[src/rtl/spi_reg_ctrl.sv]
// spi_reg_ctrl: transaction controller behind a byte-level SPI slave.
// Each frame starts with a command byte (bit7 = read, low bits = start address).
// It is followed by write data bytes, or by dummy bytes that pace auto-incrementing reads.
// The controller loads the slave TX buffer with a status byte at frame start, then with read data.
//
// Ports:
//   clk, n_rst           clock, asynchronous active-low reset
//   n_cs                 SPI chip select (synchronised); high ends the frame
//   start                1-cycle pulse at frame start
//   rx_data, rx_valid    received byte and its 1-cycle strobe
//   tx_data, tx_valid    byte offered to the slave TX buffer
//   tx_ready             slave TX buffer free (transfer on tx_valid & tx_ready)
//   reg_addr             register address for the current access
//   reg_wdata, reg_wr    write data and 1-cycle write strobe
//   reg_rd               1-cycle read strobe
//   reg_rdata, reg_rvalid read data and its valid strobe
//   busy                 controller not idle
//   err_timeout          sticky read-timeout flag, cleared by start
module spi_reg_ctrl #(
  parameter int unsigned ADDR_W      = 7,
  parameter logic [7:0]  STATUS_BYTE = 8'hA5,
  parameter int unsigned RD_TIMEOUT  = 8
) (
  input  logic              clk,
  input  logic              n_rst,
  input  logic              n_cs,
  input  logic              start,
  input  logic [7:0]        rx_data,
  input  logic              rx_valid,
  output logic [7:0]        tx_data,
  output logic              tx_valid,
  input  logic              tx_ready,
  output logic [ADDR_W-1:0] reg_addr,
  output logic [7:0]        reg_wdata,
  output logic              reg_wr,
  output logic              reg_rd,
  input  logic [7:0]        reg_rdata,
  input  logic              reg_rvalid,
  output logic              busy,
  output logic              err_timeout
);

  localparam int unsigned CNT_W = 8;
  localparam logic [CNT_W-1:0] CNT_LAST = CNT_W'(RD_TIMEOUT - 1);
  localparam logic [7:0] TIMEOUT_BYTE = 8'hFF;

  typedef enum logic [2:0] {
    IDLE,
    CMD,
    WRITE,
    RD_REQ,
    RD_WAIT,
    RD_OFFER
  } state_t;

  state_t            state, state_nxt;
  logic [CNT_W-1:0]  cnt, cnt_nxt;
  logic [7:0]        tx_data_nxt;
  logic              tx_valid_nxt;
  logic [ADDR_W-1:0] reg_addr_nxt;
  logic [7:0]        reg_wdata_nxt;
  logic              reg_wr_nxt;
  logic              reg_rd_nxt;
  logic              busy_nxt;
  logic              err_timeout_nxt;

  // State and registered outputs
  always_ff @(posedge clk or negedge n_rst) begin
    if (!n_rst) begin
      state       <= IDLE;
      cnt         <= '0;
      tx_data     <= '0;
      tx_valid    <= 1'b0;
      reg_addr    <= '0;
      reg_wdata   <= '0;
      reg_wr      <= 1'b0;
      reg_rd      <= 1'b0;
      busy        <= 1'b0;
      err_timeout <= 1'b0;
    end else begin
      state       <= state_nxt;
      cnt         <= cnt_nxt;
      tx_data     <= tx_data_nxt;
      tx_valid    <= tx_valid_nxt;
      reg_addr    <= reg_addr_nxt;
      reg_wdata   <= reg_wdata_nxt;
      reg_wr      <= reg_wr_nxt;
      reg_rd      <= reg_rd_nxt;
      busy        <= busy_nxt;
      err_timeout <= err_timeout_nxt;
    end
  end

  // Next-state and next-output decode
  always_comb begin
    state_nxt       = state;
    cnt_nxt         = cnt;
    tx_data_nxt     = tx_data;
    // An offered byte is held until the slave takes it
    tx_valid_nxt    = tx_valid & ~tx_ready;
    // The address moves on the cycle after each write strobe
    reg_addr_nxt    = reg_wr ? reg_addr + ADDR_W'(1) : reg_addr;
    reg_wdata_nxt   = reg_wdata;
    reg_wr_nxt      = 1'b0;
    reg_rd_nxt      = 1'b0;
    err_timeout_nxt = err_timeout;

    if (start) begin
      err_timeout_nxt = 1'b0;
      tx_data_nxt     = STATUS_BYTE;
      tx_valid_nxt    = 1'b1;
      state_nxt       = CMD;
    end else if ((state != IDLE) && n_cs) begin
      // Frame ended by the master; any outstanding read is abandoned
      tx_valid_nxt = 1'b0;
      state_nxt    = IDLE;
    end else begin
      case (state)
        CMD: begin
          if (rx_valid) begin
            reg_addr_nxt = rx_data[ADDR_W-1:0];
            if (rx_data[7]) begin
              reg_rd_nxt = 1'b1;
              state_nxt  = RD_REQ;
            end else begin
              state_nxt  = WRITE;
            end
          end
        end
        WRITE: begin
          if (rx_valid) begin
            reg_wdata_nxt = rx_data;
            reg_wr_nxt    = 1'b1;
          end
        end
        RD_REQ: begin
          // reg_rd is high during this state; start timing the response
          cnt_nxt   = '0;
          state_nxt = RD_WAIT;
        end
        RD_WAIT: begin
          if (reg_rvalid) begin
            tx_data_nxt  = reg_rdata;
            tx_valid_nxt = 1'b1;
            state_nxt    = RD_OFFER;
          end else if (cnt == CNT_LAST) begin
            tx_data_nxt     = TIMEOUT_BYTE;
            tx_valid_nxt    = 1'b1;
            err_timeout_nxt = 1'b1;
            state_nxt       = RD_OFFER;
          end else begin
            cnt_nxt = cnt + CNT_W'(1);
          end
        end
        RD_OFFER: begin
          // Next byte clocked by the master; only move on once the offer is taken
          if (rx_valid && (!tx_valid || tx_ready)) begin
            reg_addr_nxt = reg_addr + ADDR_W'(1);
            reg_rd_nxt   = 1'b1;
            state_nxt    = RD_REQ;
          end
        end
        default: begin
          state_nxt = IDLE;
        end
      endcase
    end

    busy_nxt = (state_nxt != IDLE);
  end

endmodule

[config.mk]
export PLATFORM = sky130hd
export DESIGN_NAME = spi_reg_ctrl
export DESIGN_NICKNAME = d
export VERILOG_FILES = /design/src/rtl/spi_reg_ctrl.sv
export SDC_FILE = /design/constraint.sdc
export NUM_CORES = 1
export LEC_CHECK = 0
export ABC_AREA = 1
export BUFFER_PORTS_ARGS = -buffer_cell sky130_fd_sc_hd__buf_2
export CORE_ASPECT_RATIO = 0.75
export CORE_MARGIN = 2
export CORE_UTILIZATION = 45
export CTS_CLUSTER_SIZE = 28
export DETAILED_ROUTE_END_ITERATION = 8
export PLACE_DENSITY = 0.72
export SKIP_CTS_REPAIR_TIMING = 1
export SYNTH_ARGS = -nofsm -noshare
export SYNTH_HDL_FRONTEND = slang
export SYNTH_SLANG_ARGS = --single-unit
[constraint.sdc]
create_clock -name clk -period 3.1 [get_ports clk]
set_input_delay 0.31 -clock clk [delete_from_list [all_inputs] [get_ports clk]]
set_output_delay 0.31 -clock clk [all_outputs]
set_load 0.02 [all_outputs]
==> flow_summary.json, run 1 <==
{
  "run_status": "completed",
  "yosysWarningCount": 0,
  "cts_buffers": 5,
  "synth-seq-cells": 39,
  "post_synth_inst_count": 306,
  "detail_route.vias_per_cell": 5.01,
  "cts-root-to-sink-buffers": 2,
  "insertion_delay_ns": 0.29,
  "crit_path_end_kind": "register",
  "worst_r2r_startpoint": "cnt[0]",
  "worstSetupPathType": "reg2reg",
  "tritoncts_clock_tree": "done",
  "detailedRoute.firstPassIterationCount": 4,
  "synth_area_per_cell_sq_um": 7.45,
  "drt_drc_violations_left": 0,
  "wl_um": 5370,
  "globalplace.congestion": 0.835,
  "boundaryPins": 51,
  "r2r_cells": 7,
  "setup_repair_after_global_routing_missed_its_margin": "false",
  "crit_path_max_fanout": 8,
  "synth-edff-count": 0,
  "route.detailed.wl_per_inst_um": 12.8,
  "grt_first_pass_wirelength_um": 9120,
  "min-delay-path-class": "in2async",
  "fillers": 473,
  "grt_antenna_before_repair": 0,
  "startpoint_type": "register",
  "pwr_cell_area_nw_per_um2": 476,
  "yosys-top-cells-area": "dfrtp_1, nand2_1, nand3_1, inv_1, nor2_1",
  "synth.top_cells.by_count": "nand2_1, dfrtp_1, inv_1, nand3_1, nor2_1",
  "die_height_um": 65.6,
  "worst-r2r-setup-slack_ns": 1.53,
  "grt.overflow.total": 0,
  "final_period_minus_worst_setup_slack_ns": 1.57,
  "clk_transition_reported_paths_ns": 0.08,
  "post-place-ws_ns": 1.55,
  "cap_violations": 0,
  "period_utilization_post_route_pct": 50.5,
  "yosysUniqueCellTypes": 33,
  "timing.slew.headroom_pct": 41.6,
  "track_usage_pct": 20.6,
  "grt_start_max_net_pins": 40,
  "worst-endpoint-required_ns": 3.28,
  "timing.final.setup_violations": 0,
  "std_cell_rows": 22,
  "synth_largest_type_area_fraction_pct": 42.8,
  "timing.clock.skew_ns": 0.00692,
  "maxSlewViolCount": 0,
  "clock-sinks": 39,
  "clock_tree.htree_level_count": 2,
  "worstPathArrival_ns": 1.75,
  "timing.rr.end": "tx_data[7]",
  "max_freq_ghz": 0.638,
  "first_global_vias": 1947,
  "synth_top_flop_cell": "dfrtp_1",
  "antenna-diode-count": 0,
  "floorplan.initialDensity_pct": 46.5,
  "post-synth-top-count-cell": "nand2_1",
  "netlist_area_sq_um": 2280,
  "ctsRootBufferMaster": "clkbuf_8",
  "timing.final.hold_violations": 0,
  "setup_tns_ns": 0,
  "yosys.area.top_type": "dfrtp_1",
  "async_flop_share_pct": 100,
  "layout-drive-gt1-share_pct": 23.0,
  "core_area_sq_um": 4900,
  "totalPowerFinal_mw": 1.28,
  "area_growth_syn_to_layout_pct": 17.6,
  "final_net_count": 385,
  "detailedPlacementHpwl_um": 4070,
  "leakage_nw": 1.51,
  "mappedNetlistNets": 331,
  "worst_slew_pin_tran_ns": 0.876,
  "detail_route.iter0.violations": 141,
  "drtAntennaViolNets": 0,
  "synth-seq-area-share_pct": 42.8,
  "power.ir.vdd_worst_mv": 0.253,
  "die_width_um": 86.2,
  "port_buffers": 50,
  "num_vias": 2108,
  "finalWorstSetupSlack_ns": 1.53,
  "fp.dieArea_sq_um": 5660
}
how the worst max path moves through the flow:
stage | cells after the start | start | endpoint | slack, ns
6_report | 7 | cnt[0] | tx_data[7] | 1.53
5_1_grt | 9 | cnt[0] | cnt[5] | 1.24
4_1_cts | 9 | cnt[0] | cnt[4] | 1.53
3_5_place_dp | 7 | cnt[0] | tx_data[7] | 1.55
3_3_place_gp | 7 | cnt[0] | tx_data[2] | 1.56
2_1_floorplan | 8 | reg_addr[0] | reg_addr[6] | 1.70
registers in the layout, summed over array words and instances (netlist names), 3 cells and up:
name       count
cnt            8
reg_wdata      8
tx_data        8
reg_addr       7
state          3
metrics by stage:
stage	hold WS (ns)	std cells	util, %	cell area [sq um]
global route	0.210	421	54.7	2680
CTS	0.168	421	54.7	2680
finish	0.137	421	54.7	2680
floorplan	0.0144	306	-	2280
global placement	0.450	413	52.7	2580
detailed placement	0.454	413	52.7	2580
worst max-delay path, cell delays in order, from the launching register on:
cell and delay, ns:
dfrtp_1 0.41, ha_1 0.29, nand3_1 0.11, nor2_1 0.15
nand3b_1 0.25, nand2_4 0.12, nand2_1 0.07, nand2_1 0.05
cells by family after synthesis:
kind of cell    synth area share (%)
simple gates                    36.2
buf+inv                         8.12
flops                           42.8
compound gates                  9.44
xor+xnor                        1.92
fa+ha+maj                       1.10
mux                            0.439
routing by layer:
| metal | part of all wire, % | GRT usage [%] |
|---|---|---|
| met4 | 1.4 | 5.86 |
| met2 | 40 | 28.6 |
| met3 | 6.4 | 5.40 |
| met5 | 0 | 0 |
| met1 | 52 | 31.2 |
layout make-up:
cell class / count / area (sq um) / share of cell area, %
timing repair buffer: 50 / 250 / 9.33
tap: 60 / 75.1 / 2.80
inverter: 41 / 161 / 6.02
clock buffer: 8 / 100 / 3.73
sequential: 39 / 976 / 36.4
multi-input combinational: 223 / 1120 / 41.7
where the power goes:
group          internal [mW]  switching [mW]  total, mW
clock                  0.203           0.177      0.381
sequential             0.556          0.0454      0.601
combinational         0.0995           0.194      0.294
placed cells by master (no fill, tap or decap), drive strengths merged, types with 5 or more instances in the layout:
| master | netlist | routed |
|---|---|---|
| nand3 | 30 | 30 |
| nand4 | 6 | 6 |
| dfrtp | 39 | 39 |
| nor2 | 24 | 24 |
| o21ai | 17 | 17 |
| inv | 41 | 41 |
| clkbuf | 1 | 8 |
| buf | 2 | 50 |
| a21oi | 5 | 5 |
| nand2 | 117 | 117 |
No activity file was read; power rests on OpenSTA's default activity.
==> run 2: changes to the inputs <==
- clock period: 3.1 -> 1.5 ns (I/O delays scaled with it)
==> run 2 against run 1 <==
  * Worst setup slack lost 1.4 ns
  * Highest routed layer unchanged
  * Worst hold slack lost 0.046 ns
  * Register-to-register slack lost 1.4 ns
  * First-iteration DRC count is 11% higher
  * Flip-flop and latch count unchanged
  * Combinational power is 130% higher
==> flow_summary.json, run 2 (synthesized netlist as in run 1, its figures left out) <==
{
  "die_height_um": 65.6,
  "detailroute.wirelength.met3_um": 382,
  "max_freq_ghz": 0.709,
  "final_period_minus_worst_setup_slack_ns": 1.41,
  "area_growth_syn_to_layout_pct": 26.0,
  "detail_route.vias_per_cell": 4.97,
  "clk_transition_reported_paths_ns": 0.08,
  "insertion_delay_ns": 0.30,
  "tritoncts_clock_tree": "done",
  "floorplan.initialDensity_pct": 46.5,
  "detail_route.iter0.violations": 156,
  "antenna-diode-count": 0,
  "num_vias": 2174,
  "fin_util_pct": 58.6,
  "min_to": "err_timeout",
  "route.detailed.wl_per_inst_um": 12.4,
  "hold_start": "start",
  "met1Wirelength_um": 2770,
  "startpoint_type": "register",
  "timing.slew.headroom_pct": 69.8,
  "clock_tree.htree_level_count": 2,
  "r2r_cells": 7,
  "setup_tns_ns": 0,
  "grt_first_pass_wirelength_um": 8880,
  "drt_drc_violations_left": 0,
  "die_width_um": 86.2,
  "final_area_sq_um": 2870,
  "timing.clock.skew_ns": 0.00572,
  "finalWorstSetupSlack_ns": 0.0899,
  "layout-drive-gt1-share_pct": 30.2,
  "cts_buffers": 5,
  "grt_start_max_net_pins": 22,
  "track_usage_pct": 20.1,
  "place_inst": 422,
  "worst-endpoint-required_ns": 1.68,
  "grt_antenna_before_repair": 0,
  "core_area_sq_um": 4900,
  "multi_input_area_sq_um": 1150,
  "seqCellArea_sq_um": 978,
  "period_utilization_post_route_pct": 94.0,
  "grt.overflow.total": 0,
  "detailedPlacementHpwl_um": 4080,
  "wl_um": 5430,
  "crit_path_max_fanout": 8,
  "largestRegisters": "cnt (8), reg_wdata (8), tx_data (8)",
  "timing.rr.end": "tx_data[6]",
  "detailedRoute.firstPassIterationCount": 5,
  "layout.cells.most_common_list": "nand2_1, buf_2, dfrtp_1, inv_1, nand3_1",
  "layout.cells.most_common": "nand2_1",
  "cp_cell_sequence": "ha_2, nand3_2, nor2_2, nand3b_1, nand2_4, nand2_2, nand2_1",
  "final_net_count": 401,
  "cpMaxStageDelayCell": "dfrtp_1",
  "worst_slew_pin_tran_ns": 0.453,
  "final-instance-count-excl-fill": 437,
  "cell_internal_pwr_mw": 1.93,
  "power.share.combinational_pct": 23.6,
  "worstPathArrival_ns": 1.59,
  "top_signal_layer_used": "met4",
  "fp.dieArea_sq_um": 5660,
  "first_global_vias": 1895,
  "worst-r2r-setup-slack_ns": 0.09,
  "met2WireLength_um": 2230,
  "critical-path-max-stage-delay_ns": 0.38,
  "power.ir.vdd_worst_mv": 0.481,
  "run_status": "completed",
  "worst_r2r_startpoint": "cnt[1]",
  "port_buffers": 50,
  "pwr-share-clk_pct": 32.8,
  "ctsRootBufferMaster": "clkbuf_8",
  "crit_path_end_kind": "register",
  "pwr_cell_area_nw_per_um2": 983,
  "drtAntennaViolNets": 0,
  "cap_violations": 0,
  "min-delay-path-class": "in2reg",
  "totalPowerFinal_mw": 2.82,
  "placedInstanceArea_sq_um": 2660,
  "clock-sinks": 39,
  "post-place-ws_ns": 0.0928,
  "leakage_nw": 1.60,
  "globalplace.congestion": 0.838,
  "maxSlewViolCount": 0,
  "fillers": 485,
  "timing.critical_path.from": "cnt[1]",
  "hold-path-cell-count": 2,
  "boundaryPins": 51,
  "timing.final.hold_violations": 0,
  "worstSetupPathType": "reg2reg",
  "p_sw_uw": 892,
  "std_cell_rows": 22,
  "switching_part_of_the_total_pct": 31.6,
  "timing.final.setup_violations": 0,
  "fin_worst_hold_slack_ns": 0.0907,
  "share_seq_of_total_power_pct": 43.5,
  "cts-root-to-sink-buffers": 2
}
==> run 2: cell type report <==
cell class	count	area share (%)
clock buffers	6	2.88
repair buffers	66	13.4
multi-input cells	223	40.2
well taps	60	2.61
flip-flops and latches	39	34.1
clock inverters	2	1.22
inverters	41	5.62
==> run 2: power by group through the flow <==
stage                     combinational, mW  clock (mW)  sequential [mW]
final                                 0.667       0.927             1.23
after global routing                  0.738       0.981             1.24
after CTS                             0.645       0.939             1.23
after detailed placement              0.642           0             1.25
after global placement                0.635           0             1.25
after floorplan                       0.281           0             1.36
==> run 2: worst max-delay path by stage <==
stage | end | cells after the start | slack (ns)
floorplan | reg_addr[6] | 8 | 0.10
global placement | tx_data[3] | 7 | 0.10
detailed placement | cnt[6] | 9 | 0.09
CTS | cnt[3] | 7 | 0.08
global route | tx_data[3] | 7 | -0.02
finish | tx_data[6] | 7 | 0.09
==> run 2: critical path, delay by kind of cell, from the launching register on <==
| kind | cells | cell delay, ns |
|---|---|---|
| fa+ha+maj | 1 | 0.22 |
| flops | 1 | 0.38 |
| simple gates | 6 | 0.69 |
==> run 2: routing by layer <==
| metal | vias to the layer above | track usage, % |
|---|---|---|
| li1 | 1122 | - |
| met1 | 978 | 30.9 |
| met2 | 69 | 29.0 |
| met3 | 5 | 4.02 |
| met4 | 0 | 4.69 |
| met5 | - | 0 |
